<file path="src/rtl/vga_timing_gen.sv">
// VGA raster timing generator: free-running pixel/line counters gated by a pixel
// tick, with registered coordinates, sync pulses, active-area flag and frame count.
module vga_timing_gen #(
   parameter int   H_ACTIVE = 640,
   parameter int   H_FP     = 16,
   parameter int   H_SYNC   = 96,
   parameter int   H_BP     = 48,
   parameter int   V_ACTIVE = 480,
   parameter int   V_FP     = 10,
   parameter int   V_SYNC   = 2,
   parameter int   V_BP     = 33,
   parameter logic SYNC_POL = 1'b0
) (
   input  logic       clk,
   input  logic       rst,
   input  logic       pix_en,
   output logic [9:0] x,
   output logic [9:0] y,
   output logic       frame_active,
   output logic       h_sync,
   output logic       v_sync,
   output logic       line_start,
   output logic       frame_start,
   output logic [7:0] frame_ctr
);

   localparam int H_TOTAL = H_ACTIVE + H_FP + H_SYNC + H_BP;
   localparam int V_TOTAL = V_ACTIVE + V_FP + V_SYNC + V_BP;

   localparam logic [9:0] H_LAST   = 10'(H_TOTAL - 1);
   localparam logic [9:0] V_LAST   = 10'(V_TOTAL - 1);
   localparam logic [9:0] H_ACT    = 10'(H_ACTIVE);
   localparam logic [9:0] V_ACT    = 10'(V_ACTIVE);
   localparam logic [9:0] HS_BEGIN = 10'(H_ACTIVE + H_FP);
   localparam logic [9:0] HS_END   = 10'(H_ACTIVE + H_FP + H_SYNC - 1);
   localparam logic [9:0] VS_BEGIN = 10'(V_ACTIVE + V_FP);
   localparam logic [9:0] VS_END   = 10'(V_ACTIVE + V_FP + V_SYNC - 1);

   logic [9:0] hc;
   logic [9:0] vc;
   logic       h_last;
   logic       v_last;
   logic       hs_on;
   logic       vs_on;
   logic       active;

   // Every decoded output comes from the same (hc, vc) pair that loads x/y,
   // so the registered outputs always describe one and the same pixel.
   always_comb begin
      h_last = (hc == H_LAST);
      v_last = (vc == V_LAST);
      hs_on  = (hc >= HS_BEGIN) && (hc <= HS_END);
      vs_on  = (vc >= VS_BEGIN) && (vc <= VS_END);
      active = (hc < H_ACT) && (vc < V_ACT);
   end

   always_ff @(posedge clk) begin
      if (rst) begin
         hc           <= '0;
         vc           <= '0;
         x            <= '0;
         y            <= '0;
         frame_active <= 1'b0;
         h_sync       <= ~SYNC_POL;
         v_sync       <= ~SYNC_POL;
         line_start   <= 1'b0;
         frame_start  <= 1'b0;
         frame_ctr    <= '0;
      end else begin
         line_start  <= 1'b0;
         frame_start <= 1'b0;
         if (pix_en) begin
            x            <= hc;
            y            <= vc;
            frame_active <= active;
            h_sync       <= hs_on ? SYNC_POL : ~SYNC_POL;
            v_sync       <= vs_on ? SYNC_POL : ~SYNC_POL;
            line_start   <= (hc == 10'd0);
            frame_start  <= (hc == 10'd0) && (vc == 10'd0);
            if (h_last) begin
               hc <= '0;
               if (v_last) begin
                  vc        <= '0;
                  frame_ctr <= frame_ctr + 8'd1;
               end else begin
                  vc <= vc + 10'd1;
               end
            end else begin
               hc <= hc + 10'd1;
            end
         end
      end
   end

endmodule

</file>
<file path="config.mk">
export PLATFORM = sky130hd
export DESIGN_NAME = vga_timing_gen
export DESIGN_NICKNAME = d
export VERILOG_FILES = /design/src/rtl/vga_timing_gen.sv
export SDC_FILE = /design/constraint.sdc
export NUM_CORES = 1
export LEC_CHECK = 0
export CORE_MARGIN = 2
export CORE_UTILIZATION = 43
export CTS_CLUSTER_SIZE = 40
export DETAILED_ROUTE_END_ITERATION = 10
export HOLD_SLACK_MARGIN = 0.1
export PLACE_DENSITY_LB_ADDON = 0.15
export RECOVER_POWER = 50
export SLEW_MARGIN = 20
export SYNTH_ARGS = -nofsm -noshare
export SYNTH_HDL_FRONTEND = slang
export SYNTH_SLANG_ARGS = --single-unit
</file>
<file path="constraint.sdc">
create_clock -name clk -period 4.86 [get_ports clk]
set_clock_uncertainty 0.2 [all_clocks]
set_input_delay 0.486 -clock clk [delete_from_list [all_inputs] [get_ports clk]]
set_output_delay 0.486 -clock clk [all_outputs]
set_load 0.01 [all_outputs]
</file>
==> After elaboration in Yosys (flattened, before gate mapping) <==
Cells that the tools add are included.
{ "word_totals": {"wordCells": 35, "in_bits": 3, "out_inout_bits": 33, "register_bits": 53} }
{ "classes": {"mux": 4, "bitwise": 1, "order_cmp": 6, "n_eq_ne": 2, "add_sub_neg": 3, "n_reduce_logical": 9} }
{ "op_table": {"columns": ["op", "count"], "rows": [
  ["$add A10 B1 Y10 const B", 2],
  ["$eq A10 B10 Y1 const B", 2],
  ["$logic_not A10 Y1", 2],
  ["$mux W10", 2],
  ["$ge A10 B10 Y1 const B", 1],
  ["$ge A10 B9 Y1 const B", 1],
  ["$le A10 B10 Y1 const B", 1],
  ["$le A10 B9 Y1 const B", 1],
  ["$lt A10 B10 Y1 const B", 1],
  ["$lt A10 B9 Y1 const B", 1],
  ["$add A8 B1 Y8 const B", 1],
  ["$logic_and A1 B1 Y1", 4],
  ["$reduce_and A3 Y1", 1],
  ["$mux W1", 2],
  ["$reduce_and A2 Y1", 1],
  ["$reduce_or A2 Y1", 1],
  ["$not A1 Y1", 1]
]} }

==> Depth between registers and ports, before layout <==
{ "depth": {"depth_word": 3, "mapped_depth": 7, "ltp_nobuf": 6} }

==> Worst setup path after synthesis <==
OpenSTA, ideal clock, no wires.
{ "synth_path": {"path_type": "in2reg", "start": "input pix_en", "end": "register frame_ctr[4]", "setup_ns": 0.070, "n_path_buf": 2, "arrival_time_ns": 1.687, "stages": 6, "setup_slack_ns": 2.903, "cell_sequence": "buf_2 and3_1 buf_2 nand4_4 or4_1 a21oi_1"} }
{ "synth_via": {"elab_chain_cells": 1} }
{ "synth_lines": {"columns": ["item", "line_no", "rtl"], "rows": [
  ["start, declared", "16", "input logic pix_en,"],
  ["$reduce_and A3 Y1 (no source line)", null, null],
  ["end signal, assigned", "84", "frame_ctr <= frame_ctr + 8'd1;"],
  ["end, declared", "24", "output logic [7:0] frame_ctr"]
]} }
No other way between the ends.
A chain may end at the register's enable or synchronous reset.

==> Final worst setup path <==
{ "layout_path": {"start": "input pix_en", "end": "register frame_ctr[5]"} }
The elaborated chain is that of the path after synthesis.

==> summary by stage <==
Run status
The run finished with clean final reports.

Placed design
The last weighted congestion value of the routability-driven placer is 0.7840. In this run, placement finished with an instance count of 356. The placed wire-length estimate after detailed placement is 3.307 mm.

The number of input and output port buffers inserted is 35.

Setup path
The critical path contains buffers and inverters numbering 2 combined. The critical path start-end classification is primary input to flop. Setup slack on the worst reg-to-reg path comes out at 2.18 ns.

On the critical path the largest part of the delay comes from simple AND/OR/NAND/NOR gates. STA classifies the critical path endpoint as a flop. The largest individual stage delay along the critical path comes from the cell sky130_fd_sc_hd__or4_1. The arrival time reported for the critical path endpoint is 2.87 ns. The worst path required time is 4.90 ns. For this run, the slowest stage of the critical path takes 0.61 ns. Traced cell by cell, the critical path runs through dlygate4sd3_1, buf_4, and3_1, nand4_4, or4_1, a21oi_1. The worst setup path is launched from a primary input. The largest fanout on the critical path is 35.

Logic synthesis
The post-synthesis register bit count is 53. Yosys printed 0 warnings. Synthesis handed over a netlist of 265 instances. After synthesis, the mean cell area works out to 9.150 µm². Of all cell types, the one taking the most synthesized area is sky130_fd_sc_hd__dfxtp_1.

Synthesis produced a netlist with a net count of 274. The area share of the leading cell type in the synthesized netlist is 43.76%. The synthesized area is 0.002425 mm². After synthesis, the cell types taking the most area are sky130_fd_sc_hd__dfxtp_1 (44%), sky130_fd_sc_hd__mux2i_1 (8.3%), sky130_fd_sc_hd__nor2_1 (4.8%). After synthesis, the netlist uses 36 different library cells.

After synthesis, flip-flops and latches occupy 43.76% of the total area.

Pwr
The power density of the placed cells is 251.1 mW/mm². The peak supply drop is 0.1232 mV. The static leakage is 1.064 nW.

Clocking
The number of setup buffers added after CTS is 0. After clock tree synthesis, the flow added hold-fix buffers numbering 0. The longest clock path from root to sink contains 2 buffers. The number of gates resized after CTS was 0. TritonCTS built the clock tree. Clock latency on the worst-skew pair, taken at its later pin, is 0.31 ns.

Clock tree synthesis selected as its root buffer the cell sky130_fd_sc_hd__clkbuf_8. In this run, CTS created clock tree buffers numbering 5. For this design, the sink count on the clock tree is 53. After clock tree synthesis, the clock-pin slew on the worst setup and hold paths is 0.09 ns. The H-tree generated during clock tree synthesis spans 2 levels.

Detailed routing
The routed wire length is 4.938 mm. Before antenna repair, the detailed router went through 4 iterations. In the final routed layout, each cell accounts on average for 13.57 µm. The detailed router finished its first iteration with 70 violations.

The ratio of routed vias to standard cells is 5.363. The final routed DRC violation total is 0. The number of nets with antenna violations after routing is 0. The total vias in the final route is 1952.

Die
The area enclosed by the die boundary is 0.006256 mm². The die is 79.10 µm wide. In this run the standard cell core region covers 0.005473 mm². The total I/O pin count is 36.

The cell row count is 27. The effective utilization at floorplan is 44.31%. The height of the die is 79.10 µm.

Global routing
Entering global routing, the biggest net connects 39 pins. The aggregate global-route resource usage is 16.71%. The first-pass GRT wire length is 8.355 mm.

The initial antenna violation count is 0. The number of global-route vias before repair is 1764. The total overflow reported by the global router is 0.

STA
Timing would allow up to 353.5 MHz. The worst path uses 58.21% of the clock period. The pin slew with the least headroom to its limit is 0.7990 ns.

The count of pins over their slew limit is 0. The final number of hold-violating endpoints came to 0. Setup violations remaining at the end of the flow were counted as 0. The worst-case headroom to the max-slew limit is 45.98%. Setup repair after global routing left no endpoint under its margin. For the final routed database, the setup TNS stands at 0 ns. The final critical delay including setup and external delays is 2.829 ns.

Worst hold path
The path category of the worst min-delay check is flop to flop.

Finish
The synthesis-to-layout area growth is 17.80%. The count of cells in the finished layout, fillers not included, comes to 364. The final cell utilization of the core is 52.19%.

The proportion of layout cells with a drive suffix above 1 is 3.425%. The number of inserted filler cells in the final layout is 517. The number of antenna diodes in the final layout is 0. In the final design database the tool counted 300 nets.

Job
The number of violations of the max-capacitance limit is 0.
[logic make-up (layout without fill, tap and decap cells)]
logic type	count (synthesis)	after routing	synth area share (%)
AND/OR/NAND/NOR	113	113	27.61
flip-flops	53	53	43.76
AO/OA/AOI/OAI	40	40	9.288
buffers and inverters	24	51	4.747
multiplexers	20	20	8.256
XOR/XNOR	9	9	3.251
adder cells (fa/ha/maj)	6	6	3.096
[per-layer routing]
layer / GRT usage, % / share of wire (%)
met1: 22.88 / 51
met2: 25.51 / 45
met3: 4.432 / 3.0
met4: 5.690 / 1.2
met5: 0 / 0
[placed cells by master (no fill, tap or decap)]
| cell type | synthesis | routed |
|---|---|---|
| sky130_fd_sc_hd__a21o_1 | 1 | 1 |
| sky130_fd_sc_hd__a21oi_1 | 19 | 19 |
| sky130_fd_sc_hd__and2_1 | 7 | 7 |
| sky130_fd_sc_hd__and3_1 | 4 | 4 |
| sky130_fd_sc_hd__and4_1 | 4 | 4 |
| sky130_fd_sc_hd__and4b_1 | 1 | 1 |
| sky130_fd_sc_hd__buf_4 | 0 | 2 |
| sky130_fd_sc_hd__clkbuf_1 | 7 | 2 |
| sky130_fd_sc_hd__clkbuf_8 | 0 | 5 |
| sky130_fd_sc_hd__clkdlybuf4s50_1 | 0 | 16 |
| sky130_fd_sc_hd__clkinvlp_4 | 0 | 1 |
| sky130_fd_sc_hd__dfxtp_1 | 53 | 53 |
| sky130_fd_sc_hd__dlygate4sd3_1 | 0 | 19 |
| sky130_fd_sc_hd__ha_1 | 6 | 6 |
| sky130_fd_sc_hd__inv_1 | 6 | 6 |
| sky130_fd_sc_hd__mux2i_1 | 20 | 20 |
| sky130_fd_sc_hd__nand2_1 | 10 | 10 |
| sky130_fd_sc_hd__nand2b_1 | 7 | 7 |
| sky130_fd_sc_hd__nand3_1 | 11 | 11 |
| sky130_fd_sc_hd__nand4_1 | 8 | 8 |
| sky130_fd_sc_hd__nand4_4 | 1 | 1 |
| sky130_fd_sc_hd__nand4b_1 | 2 | 2 |
| sky130_fd_sc_hd__nor2_1 | 31 | 31 |
| sky130_fd_sc_hd__nor2b_1 | 2 | 2 |
| sky130_fd_sc_hd__nor3_1 | 3 | 3 |
| sky130_fd_sc_hd__nor4_1 | 3 | 3 |
| sky130_fd_sc_hd__nor4_4 | 1 | 1 |
| sky130_fd_sc_hd__nor4b_1 | 2 | 3 |
| sky130_fd_sc_hd__nor4bb_1 | 1 | 1 |
| sky130_fd_sc_hd__o2111ai_1 | 1 | 1 |
| sky130_fd_sc_hd__o21ai_0 | 12 | 12 |
| sky130_fd_sc_hd__o31ai_1 | 6 | 6 |
| sky130_fd_sc_hd__o32ai_1 | 1 | 1 |
| sky130_fd_sc_hd__or3_1 | 8 | 8 |
| sky130_fd_sc_hd__or4_1 | 6 | 6 |
| sky130_fd_sc_hd__xnor2_1 | 3 | 3 |
| sky130_fd_sc_hd__xor2_1 | 6 | 6 |
[area by class of cell]
| type | count | area (µm²) | share of cell area [%] |
|---|---|---|---|
| clock buffers | 7 | 76.32 | 2.672 |
| repair buffers | 37 | 365.4 | 12.79 |
| multi-input cells | 188 | 1234 | 43.19 |
| well taps | 72 | 90.09 | 3.154 |
| clock inverters | 1 | 7.507 | 0.2628 |
| inverters | 6 | 22.52 | 0.7884 |
| flip-flops and latches | 53 | 1061 | 37.14 |
[where the power goes]
group | total [mW] | leakage (nW) | internal, mW | switching (mW)
clock network | 0.246 | 0.0385 | 0.102 | 0.143
registers | 0.440 | 0.428 | 0.437 | 0.00285
logic | 0.0312 | 0.597 | 0.0132 | 0.0180
total | 0.717 | 1.06 | 0.553 | 0.164
[tightest hold or removal path: cells and delay by family, from the launching register on]
| kind | cells | cell delay (ns) |
|---|---|---|
| compound gates | 1 | 0.06 |
| flops | 1 | 0.32 |
| simple gates | 1 | 0.06 |
[through the flow]
step	hold WS, ns	worst slack (ns)	total power, mW	area (µm²)
2_1_floorplan	0.2773	2.903	0.4720	2425
3_3_place_gp	0.2664	1.836	0.4831	2788
3_5_place_dp	0.2671	1.803	0.4831	2788
4_1_cts	0.2846	2.117	0.7261	2872
5_1_grt	0.3099	1.847	0.7425	2856
6_report	0.2769	2.031	0.7173	2856
[worst paths after layout]
kind | start | endpoint | cells after the start
worst max-delay path | pix_en | frame_ctr[5]$_SDFFE_PP0P_ | 6
worst max register to register | hc[8]$_SDFFE_PP0P_ | frame_ctr[5]$_SDFFE_PP0P_ | 4
worst min-delay path | x[3]$_SDFFE_PP0P_ | x[3]$_SDFFE_PP0P_ | 2
worst min register to register | x[3]$_SDFFE_PP0P_ | x[3]$_SDFFE_PP0P_ | 2
[flip-flops by register name (all words and copies together) (netlist names)]
name / cells
y: 10
hc: 10
x: 10
frame_start: 1
frame_active: 1
v_sync: 1
h_sync: 1
vc: 10
frame_ctr: 8
line_start: 1
[Yosys cell counts, drive strengths merged]
master,instances
nor2b,2
clkbuf,7
and4,4
nor4bb,1
nor4,4
inv,6
nand4b,2
buf,11
ha,6
nand4,9
nor2,31
o21ai,12
o2111ai,1
and4b,1
nand3,11
dfxtp,53
nor4b,3
or4,6
o32ai,1
o31ai,6
xor2,6
and2,7
nor3,3
nand2,10
xnor2,3
and3,4
a21o,1
a21oi,19
mux2i,20
or3,8
nand2b,7
(Power assumes the default switching activity.)
